==> src/rtl/uart_pkg.sv <==
// Shared types and constants for the buffered UART transmitter.
// Serialiser states, parity-mode encodings and divisor clamping.
package uart_pkg;

  typedef enum logic [2:0] {
    ST_IDLE,
    ST_START,
    ST_DATA,
    ST_PARITY,
    ST_STOP
  } tx_state_e;

  localparam logic [1:0] PAR_NONE = 2'b00;
  localparam logic [1:0] PAR_ODD  = 2'b01;
  localparam logic [1:0] PAR_EVEN = 2'b10;

  localparam logic [19:0] MIN_DIV = 20'd2;

  function automatic logic [19:0] clamp_div(
    input logic [19:0] d
  );
    return (d < MIN_DIV) ? MIN_DIV : d;
  endfunction

  function automatic logic par_enabled(
    input logic [1:0] m
  );
    return (m == PAR_ODD) || (m == PAR_EVEN);
  endfunction

endpackage

==> src/rtl/uart_sync_fifo.sv <==
// Single-clock show-ahead FIFO with occupancy, full/empty and
// a registered pulse for writes dropped while full.
module uart_sync_fifo #(
  parameter int WIDTH = 8,
  parameter int DEPTH = 16
) (
  input  logic                     clk,
  input  logic                     rst_n,
  input  logic                     i_push,
  input  logic                     i_pop,
  input  logic [WIDTH-1:0]         i_data,
  output logic [WIDTH-1:0]         o_data,
  output logic                     o_full,
  output logic                     o_empty,
  output logic [$clog2(DEPTH):0]   o_level,
  output logic                     o_overflow
);

  localparam int AW = $clog2(DEPTH);
  localparam int LW = AW + 1;

  logic [WIDTH-1:0] r_mem [DEPTH];
  logic [AW-1:0]    r_wr_ptr;
  logic [AW-1:0]    r_rd_ptr;
  logic [LW-1:0]    r_level;
  logic             r_ovf;

  logic w_full;
  logic w_empty;
  logic w_push;
  logic w_pop;

  assign w_full  = (r_level == LW'(DEPTH));
  assign w_empty = (r_level == '0);
  assign w_pop   = i_pop && !w_empty;
  // A full FIFO still takes a write when the same edge frees a slot.
  assign w_push  = i_push && (!w_full || w_pop);

  always_ff @(posedge clk) begin
    if (w_push) begin
      r_mem[r_wr_ptr] <= i_data;
    end
  end

  always_ff @(posedge clk or negedge rst_n) begin
    if (!rst_n) begin
      r_wr_ptr <= '0;
      r_rd_ptr <= '0;
      r_level  <= '0;
      r_ovf    <= 1'b0;
    end else begin
      r_ovf <= i_push && !w_push;
      if (w_push) begin
        r_wr_ptr <= r_wr_ptr + 1'b1;
      end
      if (w_pop) begin
        r_rd_ptr <= r_rd_ptr + 1'b1;
      end
      unique case (1'b1)
        (w_push && !w_pop): r_level <= r_level + 1'b1;
        (w_pop && !w_push): r_level <= r_level - 1'b1;
        default: ;
      endcase
    end
  end

  assign o_data     = r_mem[r_rd_ptr];
  assign o_full     = w_full;
  assign o_empty    = w_empty;
  assign o_level    = r_level;
  assign o_overflow = r_ovf;

endmodule

==> src/rtl/uart_tx_buffered.sv <==
// Buffered UART transmitter: TX FIFO feeding a frame serialiser
// with per-frame latched divisor, parity mode and stop-bit count.
module uart_tx_buffered
  import uart_pkg::*;
#(
  parameter int DATA_W     = 8,
  parameter int FIFO_DEPTH = 16
) (
  input  logic                          CLK,
  input  logic                          RSTn,
  input  logic                          WrEn,
  input  logic [DATA_W-1:0]             WrData,
  input  logic [19:0]                   Divisor,
  input  logic [1:0]                    FrameCheck,
  input  logic                          StopBits,
  output logic                          TX_pin,
  output logic                          Full,
  output logic [$clog2(FIFO_DEPTH):0]   Level,
  output logic                          Busy,
  output logic                          Doneflg,
  output logic                          Overflow
);

  localparam int BW = 4;
  localparam logic [BW-1:0] LAST_BIT = BW'(DATA_W - 1);

  tx_state_e         r_state;
  logic [DATA_W-1:0] r_shift;
  logic [19:0]       r_div;
  logic [19:0]       r_baud;
  logic [1:0]        r_par_mode;
  logic              r_stop2;
  logic              r_par_bit;
  logic [BW-1:0]     r_bitcnt;
  logic              r_tx;
  logic              r_busy;
  logic              r_done;

  logic              w_empty;
  logic              w_pop;
  logic              w_bit_end;
  logic              w_frame_end;
  logic [DATA_W-1:0] w_head;
  logic [19:0]       w_div;

  assign w_div     = clamp_div(Divisor);
  assign w_bit_end = (r_baud == '0);
  // In STOP, r_bitcnt counts completed stop bits.
  assign w_frame_end = (r_state == ST_STOP) && w_bit_end &&
                       (!r_stop2 || (r_bitcnt != '0));
  assign w_pop = !w_empty &&
                 ((r_state == ST_IDLE) || w_frame_end);

  uart_sync_fifo #(
    .WIDTH (DATA_W),
    .DEPTH (FIFO_DEPTH)
  ) u_fifo (
    .clk        (CLK),
    .rst_n      (RSTn),
    .i_push     (WrEn),
    .i_pop      (w_pop),
    .i_data     (WrData),
    .o_data     (w_head),
    .o_full     (Full),
    .o_empty    (w_empty),
    .o_level    (Level),
    .o_overflow (Overflow)
  );

  always_ff @(posedge CLK or negedge RSTn) begin
    if (!RSTn) begin
      r_state    <= ST_IDLE;
      r_shift    <= '0;
      r_div      <= MIN_DIV;
      r_baud     <= '0;
      r_par_mode <= PAR_NONE;
      r_stop2    <= 1'b0;
      r_par_bit  <= 1'b0;
      r_bitcnt   <= '0;
      r_tx       <= 1'b1;
      r_busy     <= 1'b0;
      r_done     <= 1'b0;
    end else begin
      r_done <= 1'b0;
      if (w_pop) begin
        r_state    <= ST_START;
        r_shift    <= w_head;
        r_div      <= w_div;
        r_baud     <= w_div - 1'b1;
        r_par_mode <= FrameCheck;
        r_stop2    <= StopBits;
        r_par_bit  <= (FrameCheck == PAR_ODD) ? ~^w_head : ^w_head;
        r_bitcnt   <= '0;
        r_tx       <= 1'b0;
        r_busy     <= 1'b1;
        r_done     <= w_frame_end;
      end else if (r_state != ST_IDLE) begin
        if (!w_bit_end) begin
          r_baud <= r_baud - 1'b1;
        end else begin
          r_baud <= r_div - 1'b1;
          unique case (r_state)
            ST_START: begin
              r_state  <= ST_DATA;
              r_tx     <= r_shift[0];
              r_shift  <= r_shift >> 1;
              r_bitcnt <= '0;
            end
            ST_DATA: begin
              if (r_bitcnt == LAST_BIT) begin
                r_bitcnt <= '0;
                if (par_enabled(r_par_mode)) begin
                  r_state <= ST_PARITY;
                  r_tx    <= r_par_bit;
                end else begin
                  r_state <= ST_STOP;
                  r_tx    <= 1'b1;
                end
              end else begin
                r_bitcnt <= r_bitcnt + 1'b1;
                r_tx     <= r_shift[0];
                r_shift  <= r_shift >> 1;
              end
            end
            ST_PARITY: begin
              r_state  <= ST_STOP;
              r_tx     <= 1'b1;
              r_bitcnt <= '0;
            end
            ST_STOP: begin
              if (w_frame_end) begin
                r_state <= ST_IDLE;
                r_busy  <= 1'b0;
                r_done  <= 1'b1;
              end else begin
                r_bitcnt <= r_bitcnt + 1'b1;
              end
            end
            default: ;
          endcase
        end
      end
    end
  end

  assign TX_pin  = r_tx;
  assign Busy    = r_busy;
  assign Doneflg = r_done;

endmodule

==> config.mk <==
export PLATFORM = sky130hd
export DESIGN_NAME = uart_tx_buffered
export DESIGN_NICKNAME = d
export VERILOG_FILES = /design/src/rtl/uart_pkg.sv /design/src/rtl/uart_sync_fifo.sv /design/src/rtl/uart_tx_buffered.sv
export SDC_FILE = /design/constraint.sdc
export NUM_CORES = 1
export LEC_CHECK = 0
export CORE_MARGIN = 2
export CORE_UTILIZATION = 60
export CTS_CLUSTER_DIAMETER = 80
export DETAILED_ROUTE_END_ITERATION = 7
export PLACE_DENSITY = 0.81
export SETUP_SLACK_MARGIN = 0.1
export SYNTH_ARGS = -nofsm -noshare
export SYNTH_HDL_FRONTEND = slang
export SYNTH_SLANG_ARGS = --single-unit
==> constraint.sdc <==
create_clock -name CLK -period 5.5 [get_ports CLK]
set_input_delay 1.1 -clock CLK [delete_from_list [all_inputs] [get_ports CLK]]
set_output_delay 1.1 -clock CLK [all_outputs]
set_load 0.02 [all_outputs]
* Word level (Yosys, flattened, before mapping)
Memory sizes are Yosys's and may differ from the RTL's. Index checks and enable logic that the tools add are counted.
Operators by class: add/sub/neg operators 8, magnitude comparators 1, eq/ne operators 13, mux-type cells 42, reductions and logical operators 39
Operators by type and width (number):
- 2-to-1 mux 20 bit | 4
- subtractor 20 x 1 -> 20 bit, second input constant | 3
- 2-to-1 mux 8 bit | 4
- zero test 20 bit | 1
- < comparator 20 x 2 -> 1 bit, second input constant | 1
- 2-to-1 mux 4 bit | 5
- 2-to-1 mux 1 bit | 18
- 2-to-1 mux 3 bit | 6
- one-hot mux 8 bit (2 select lines) | 1
- adder 4 x 1 -> 4 bit, second input constant | 3
- inequality test 3 x 2 -> 1 bit, second input constant | 4
- one-hot mux 3 bit (4 select lines) | 1
- one-hot mux 4 bit (3 select lines) | 1
- AND reduction 4 bit | 3
- nonzero test 4 bit | 3
- one-hot mux 5 bit (2 select lines) | 1
- nonzero test 2 bit | 5
- logical AND 1 bit | 8
- XNOR reduction 8 bit | 1
- XOR reduction 8 bit | 1
- equality test 3 x 2 -> 1 bit, second input constant | 2
- nonzero test 3 bit | 2
- adder 5 x 1 -> 5 bit, second input constant | 1
- equality test 5 bit, second input constant | 1
- other kinds (15) | 23
Word-level totals: bits in registers 76, memory bits (writable) 128, input port bits 34, output and inout bits 10, logic and storage cells 119, memories 1
Memory list:
- u_fifo.r_mem | depth 16, width 8, read ports 1, clocked after memory_dff 0, write ports 1, line uart_sync_fifo.sv:22 | logic [WIDTH-1:0] r_mem [DEPTH];

* Logic depth before layout (Yosys ltp)
Gate-level depths: netlist of the first run.
depth after elaboration 11, mapped depth 16, mapped depth without buffers 14

* Hierarchy
Synthesis of the first run repeated with hierarchy kept, for this count alone.
Second synthesis, totals: cells, all modules 766, area total of the unflattened synthesis 9894.5 um2
Modules (own cells, without submodules):
- uart_sync_fifo | instances 1, cells each 299, area an instance 5948.2 um2, sequential area each 4194.0 um2
- uart_tx_buffered | instances 1, cells each 467, area an instance 3946.3 um2, sequential area each 1554.0 um2

* Least setup slack after synthesis of the first run
No wires, ideal clock.
path kind reg2reg, from reg r_baud[17], to reg r_baud[10], setup time 69 ps, data arrival time 3887 ps, data required time 5431 ps, setup slack 1544 ps, stages on the path, launching flop included 15, path buffers 3, clock period less this slack 3956 ps, cells stage by stage dfrtp_1 > or4_1 > or4_1 > clkbuf_1 > o31a_1 > clkbuf_1 > nor2_1 > clkbuf_1 > nor2_1 > a21oi_1 > ha_1 > inv_1 > a221o_1 > or4_1 > nand3_1
On the way: word-level cells in the longest chain between the ends 6, elaborated cells on any way between the ends 9, those cells by class mux: 3; reduce/logical: 6
Ends and longest elaborated chain:
- start: declaration | line uart_tx_buffered.sv:30 | logic [19:0] r_baud;
- start signal: assignment | line uart_tx_buffered.sv:89 | r_baud <= w_div - 1'b1;
- start signal: assignment | line uart_tx_buffered.sv:99 | r_baud <= r_baud - 1'b1;
- start signal: assignment | line uart_tx_buffered.sv:101 | r_baud <= r_div - 1'b1;
- zero test 20 bit * | line uart_tx_buffered.sv:47 | assign w_bit_end = (r_baud == '0);
- logical AND 1 bit (2 in a row) | line uart_tx_buffered.sv:49 | assign w_frame_end = (r_state == ST_STOP) && w_bit_end &&
- logical OR 1 bit | line uart_tx_buffered.sv:52 | ((r_state == ST_IDLE) || w_frame_end);
- logical AND 1 bit | line uart_tx_buffered.sv:51 | assign w_pop = !w_empty &&
- 2-to-1 mux 20 bit or nonzero test 2 bit (tied branches)
Every way passes the cells marked *; elsewhere a longest branch is shown, timed or not. The select of a mux whose other input is x is not followed. A chain may end at the register's enable or synchronous reset.

* Final worst setup path of the first run
Same ends and word-level chain as after synthesis.

==> flow_summary.ini, run 1 <==
[outcome]
outcome = completed

[global_routing]
grtUsageTotal = 0.273
grt_pass1_vias = 6424
grt_pass1_wl_mm = 35.0
grt_max_degree = 77
antenna_found_initial = 0
overflow = 0

[pwr]
combPwrFrac = 0.353
p_sw_mw = 2.15
power_mw = 5.98
seq_power_share = 0.406
swShare = 0.360
clkPwrFrac = 0.242
power.density_nw_per_um2 = 556
ir_drop_mv = 0.383
internal_power_mw = 3.83
leakage_nw = 3.94

[drt]
wl_mm = 21.8
firstDrtPassIters = 5
drt_iter0_markers = 713
drc = 0
drt-wirelength-per-cell_um = 21.2
dr_total_vias = 6477
via_per_inst = 6.29
drtAntennaViolNets = 0

[sta]
hold_viol_final = 0
fin_tns_setup_ps = 0
finalSetupViolations = 0
min_period_ps = 4430
relSlewSlack = 0.325
worstMarginPinSlew_ps = 1010
grt_setup_unrepaired = no
fin_skew_ps = 16.1
fmax_mhz = 226
holdWs_ps = 494
drv_slew = 0
post-route-period-util = 0.805

[clock_tree]
htree_levels = 1
post_cts_buffers = 0
cts_tree = built
ctsHoldBuffers = 0
clock-sinks = 204
clk_latency_ps = 510
path_clk_slew_ps = 60
cts_buffers = 22
ctsResizeCount = 0
root_buffer = clkbuf_16
cts_max_path_buffers = 3

[yosys]
postSynthRegisterBits = 204
avgSynthCellArea_um2 = 12.3
yosys_warnings = 0
synth_flop_cell = edfxtp_1
ys_types = 55
yosysSeqAreaShare = 0.609
syn_inst = 766
async_flop_share = 0.373
synth_edf_count = 128
netlist_area_um2 = 9430
synth_area_leaders = edfxtp_1, dfrtp_1, mux4_2
ys_top_cells_by_count = nand2_1, edfxtp_1, dfrtp_1, nor2_1, o21ai_0
synth_nets = 812
synth_top_area_cell = edfxtp_1
yosys.area.top_type_share = 0.408
synth_most_common_cell = nand2_1

[final_layout]
drive_above_1_share = 0.104
postLayoutCellArea_um2 = 10700
area_growth_pct = 13.9
n_antenna_cell = 0
layout.cells.non_filler = 1029
nets = 848

[placement]
postPlaceCellArea_um2 = 10000
dp_hpwl_mm = 13.9
gp_congestion = 0.921
io_buffer_count = 43
dp_cells = 989

[worst_hold_path]
hold_class = reg -> reg

[setup_path]
crit_arrival_ps = 4860
crit_fanout = 20
start_kind = flop
criticalPathCategory = reg -> reg
endpoint_kind = flop
cp.required_ps = 5940

[job]
maxCapViolCount = 0

[die]
pin_count = 44
dieArea_um2 = 16700
start_util = 0.618
die_h_um = 129
die-width_um = 129
core_area_um2 = 15300
rows = 45
==> metrics by stage <==
step           setup WS (ps)  utilization
2_1_floorplan           1540            -
3_3_place_gp            1220        0.658
3_5_place_dp            1150        0.658
4_1_cts                 1150        0.704
5_1_grt                  808        0.704
6_report                1070        0.704
==> power groups by stage <==
stage          Combinational (mW)  Sequential [mW]  Clock (mW)
6_report                     2.11             2.42        1.45
5_1_grt                      2.33             2.48        1.52
4_1_cts                      2.10             2.41        1.46
3_5_place_dp                 2.08             2.44           0
3_3_place_gp                 1.99             2.41           0
2_1_floorplan                1.66             2.25           0
==> state kept, by name, summed over array words and instances (netlist names), 2 cells and up <==
name             count
r_bitcnt             4
r_state              3
u_fifo.r_mem       128
r_div               20
r_shift              8
r_par_mode           2
u_fifo.r_wr_ptr      4
u_fifo.o_level       5
u_fifo.r_rd_ptr      4
r_baud              20
==> final cells by class <==
class	count	area, µm²
clock buffers	29	587
clock inverters	11	119
fillers	1020	4510
inverters	14	52.6
multi-input cells	512	3510
flip-flops and latches	204	5750
well taps	211	264
repair buffers	48	465
==> worst max-delay path, cell delays in order, from the launching register on <==
cell and delay [ps]:
dfrtp_1 410, or4_1 540, or4_1 510, o31ai_1 550, nand2_2 370, or3_1 510
o21ai_0 130, ha_1 250, inv_1 80, a221o_1 400, or4_1 530, nand3_1 90
==> cells by family (layout without fill, tap and decap cells) <==
| logic type | after synthesis | in the layout | synth area share |
|---|---|---|---|
| multiplexers | 41 | 41 | 0.0915 |
| AND/OR/NAND/NOR | 278 | 278 | 0.135 |
| XOR/XNOR | 33 | 33 | 0.0306 |
| adder cells (fa/ha/maj) | 12 | 12 | 0.0167 |
| buffers and inverters | 50 | 102 | 0.0203 |
| AO/OA/AOI/OAI | 148 | 148 | 0.0964 |
| flip-flops | 204 | 204 | 0.609 |
==> cells in the final DEF, fill, tap and decap left out, types with 8 or more instances in the layout <==
cell type        instances
a21oi_1                 41
a22oi_1                 11
a31oi_1                 12
and2_1                  17
clkbuf_16               22
clkdlybuf4s50_1         42
dfrtp_1                 72
edfxtp_1               128
ha_1                    11
inv_1                   13
mux4_2                  36
nand2_1                131
nand3_1                 11
nor2_1                  53
nor3_1                  16
nor4_1                   9
o21ai_0                 43
or4_1                    9
xnor2_1                 25
xor2_1                   8
==> final timing paths <==
| check | slack, ps | start | endpoint | cells after the start |
|---|---|---|---|---|
| max | 1070 | r_baud[17]$_DFFE_PN0P_ | r_baud[10]$_DFFE_PN0P_ | 11 |
| min | 490 | r_div[19]$_DFFE_PN0N_ | r_div[19]$_DFFE_PN0N_ | 2 |
| max reg2reg | 1070 | r_baud[17]$_DFFE_PN0P_ | r_baud[10]$_DFFE_PN0P_ | 11 |
| min reg2reg | 490 | r_div[19]$_DFFE_PN0N_ | r_div[19]$_DFFE_PN0N_ | 2 |
| max in group asynchronous | 4040 | RSTn | u_fifo.r_rd_ptr[1]$_DFFE_PN0P_ | 1 |
| min in group asynchronous | 770 | RSTn | r_div[13]$_DFFE_PN0N_ | 1 |
==> layer usage <==
metal  track usage  part of all wire  wire (µm)
met1         0.389              0.41       8960
met2         0.429              0.48      10600
met3        0.0607             0.077       1690
met4        0.0838             0.027        586
met5             0                 0          0
Power figures use the tool's default switching activity.
==> run 2, diff against run 1 <==
--- a/config.mk
+++ b/config.mk
@@ -6,10 +6,10 @@
 export NUM_CORES = 1
 export LEC_CHECK = 0
 export CORE_MARGIN = 2
-export CORE_UTILIZATION = 60
+export CORE_UTILIZATION = 55
 export CTS_CLUSTER_DIAMETER = 80
 export DETAILED_ROUTE_END_ITERATION = 7
-export PLACE_DENSITY = 0.81
+export PLACE_DENSITY = 0.79
 export SETUP_SLACK_MARGIN = 0.1
 export SYNTH_ARGS = -nofsm -noshare
 export SYNTH_HDL_FRONTEND = slang
==> constraint.sdc (replaced) <==
create_clock -name CLK -period 3.95 [get_ports CLK]
set_input_delay 0.79 -clock CLK [delete_from_list [all_inputs] [get_ports CLK]]
set_output_delay 0.79 -clock CLK [all_outputs]
set_load 0.02 [all_outputs]
==> flow_summary.ini, run 2 (synthesis results as in run 1) <==
[drt]
drt_iter0_markers = 613
wl_mm = 21.9
drc = 0
dr_total_vias = 6507
firstDrtPassIters = 5
drtAntennaViolNets = 0
drt-wirelength-per-cell_um = 20.9
via_per_inst = 6.20

[placement]
dp_hpwl_mm = 14.1
dp_cells = 1012
dpl_worst_slack_ps = 91.1
gp_congestion = 0.951
io_buffer_count = 43

[pwr]
combPwrFrac = 0.370
leakage_nw = 4.01
seq_power_share = 0.401
ir_drop_mv = 0.442
power_mw = 8.28
p_sw_mw = 2.97
internal_power_mw = 5.31
clkPwrFrac = 0.229
power.density_nw_per_um2 = 763
swShare = 0.359

[final_layout]
drive_above_1_share = 0.129
reg.largest.list = u_fifo.r_mem (128), r_baud (20), r_div (20)
top_register = u_fifo.r_mem
area_growth_pct = 15.1
fillers = 1205
seqCellArea_um2 = 5750
final_cell_mix = nand2_1, edfxtp_1, dfrtp_1, nor2_1, o21ai_0
multi_input_area_um2 = 3540
n_antenna_cell = 0
largest_reg_flops = 128
mostFrequentLayoutCell = nand2_1
nets = 861
layout.cells.non_filler = 1049

[sta]
relSlewSlack = 0.352
layout_setup_ws_ps = 184
grt_setup_unrepaired = yes
hold_viol_final = 0
min_period_ps = 3770
finalSetupViolations = 0
post-route-period-util = 0.954
fmax_mhz = 266
fin_skew_ps = 15.5
worstMarginPinSlew_ps = 971
drv_slew = 0
fin_tns_setup_ps = 0

[setup_path]
crit_family = simple AND/OR/NAND/NOR gates
reg2reg_slack_ps = 180
cpMostUsedCell = and2_1
crit_chain = or4_1, or4_4, o31a_1, o21ai_0, and2_1, nor3b_1, and2_1
start_kind = flop
crit_arrival_ps = 3920
crit_fanout = 8
critPathBufInv = 0
endpoint_kind = flop
criticalPathCategory = reg -> reg
cp.required_ps = 4100
max_stage_delay_ps = 570
critPathSlowestCell = or4_1

[clock_tree]
cts_tree = built
clock-sinks = 204
path_clk_slew_ps = 60
ctsResizeCount = 0
htree_levels = 1
ctsHoldBuffers = 0
cts_buffers = 21
cts_max_path_buffers = 3
post_cts_buffers = 0
clk_latency_ps = 510
root_buffer = clkbuf_16

[die]
pin_count = 44
core_area_um2 = 16700
die-width_um = 135
start_util = 0.565
dieArea_um2 = 18200
die_h_um = 135
rows = 47

[global_routing]
grt_max_degree = 77
overflow = 0
grt_pass1_wl_mm = 35.5
antenna_found_initial = 0
grt_pass1_vias = 6661
grtUsageTotal = 0.250

[worst_hold_path]
hold_class = in -> async

[outcome]
outcome = completed

[job]
maxCapViolCount = 0
==> run 2: cell types whose count changed in the layout (fill, tap and decap cells not counted), sizes merged <==
cell    before  now
buf          6   20
bufinv       2    1
clkbuf      29   28
clkinv       9    8
==> run 2: power groups by stage <==
stage | clock, mW | combinational [mW] | sequential [mW]
after floorplan | 0 | 2.32 | 3.13
after global placement | 0 | 2.90 | 3.29
after detailed placement | 0 | 3.02 | 3.33
after CTS | 1.93 | 3.05 | 3.30
after global routing | 2.00 | 3.39 | 3.38
final | 1.90 | 3.07 | 3.32
==> run 2: per-layer routing <==
layer  global-route usage  vias up  wire, µm  part of all wire
li1                     -     2947         -                 -
met1                0.330     3189      8730              0.40
met2                0.410      305     10700              0.49
met3               0.0537       66      1760             0.080
met4               0.0972        0       766             0.035
met5                    0        -         0                 0
==> run 2: worst register-to-register path: cells and delay by family (launching register included) <==
family / cells / cell delay, ps
AO/OA/AOI/OAI: 2 / 850
AND/OR/NAND/NOR: 5 / 2130
flip-flops: 1 / 420
==> run 2: path summary, 6_finish.rpt <==
| check | startpoint | end | cells after the start |
|---|---|---|---|
| max in group asynchronous | RSTn | u_fifo.r_rd_ptr[0]$_DFFE_PN0P_ | 1 |
| worst min register to register | r_par_bit$_DFFE_PN0N_ | r_par_bit$_DFFE_PN0N_ | 2 |
| min in group CLK | r_par_bit$_DFFE_PN0N_ | r_par_bit$_DFFE_PN0N_ | 2 |
| worst min-delay path | RSTn | r_div[14]$_DFFE_PN0N_ | 1 |
| worst max register to register | r_baud[17]$_DFFE_PN0P_ | u_fifo.r_mem[0][6]$_DFFE_PP_ | 7 |
| worst max-delay path | r_baud[17]$_DFFE_PN0P_ | u_fifo.r_mem[0][6]$_DFFE_PP_ | 7 |
==> run 2: cell type report <==
| cell class | count | area share |
|---|---|---|
| inverters | 14 | 0.00484 |
| flip-flops and latches | 204 | 0.530 |
| multi-input cells | 512 | 0.326 |
| well taps | 220 | 0.0254 |
| clock inverters | 9 | 0.00669 |
| repair buffers | 62 | 0.0537 |
| clock buffers | 28 | 0.0536 |
==> run 2: per-stage QoR <==
stage	hold WS [ps]	utilization	cell area, µm²
after floorplan	445	-	9440
after global placement	463	0.609	10200
after detailed placement	468	0.609	10200
after CTS	482	0.648	10800
after global routing	511	0.650	10900
final	430	0.650	10900
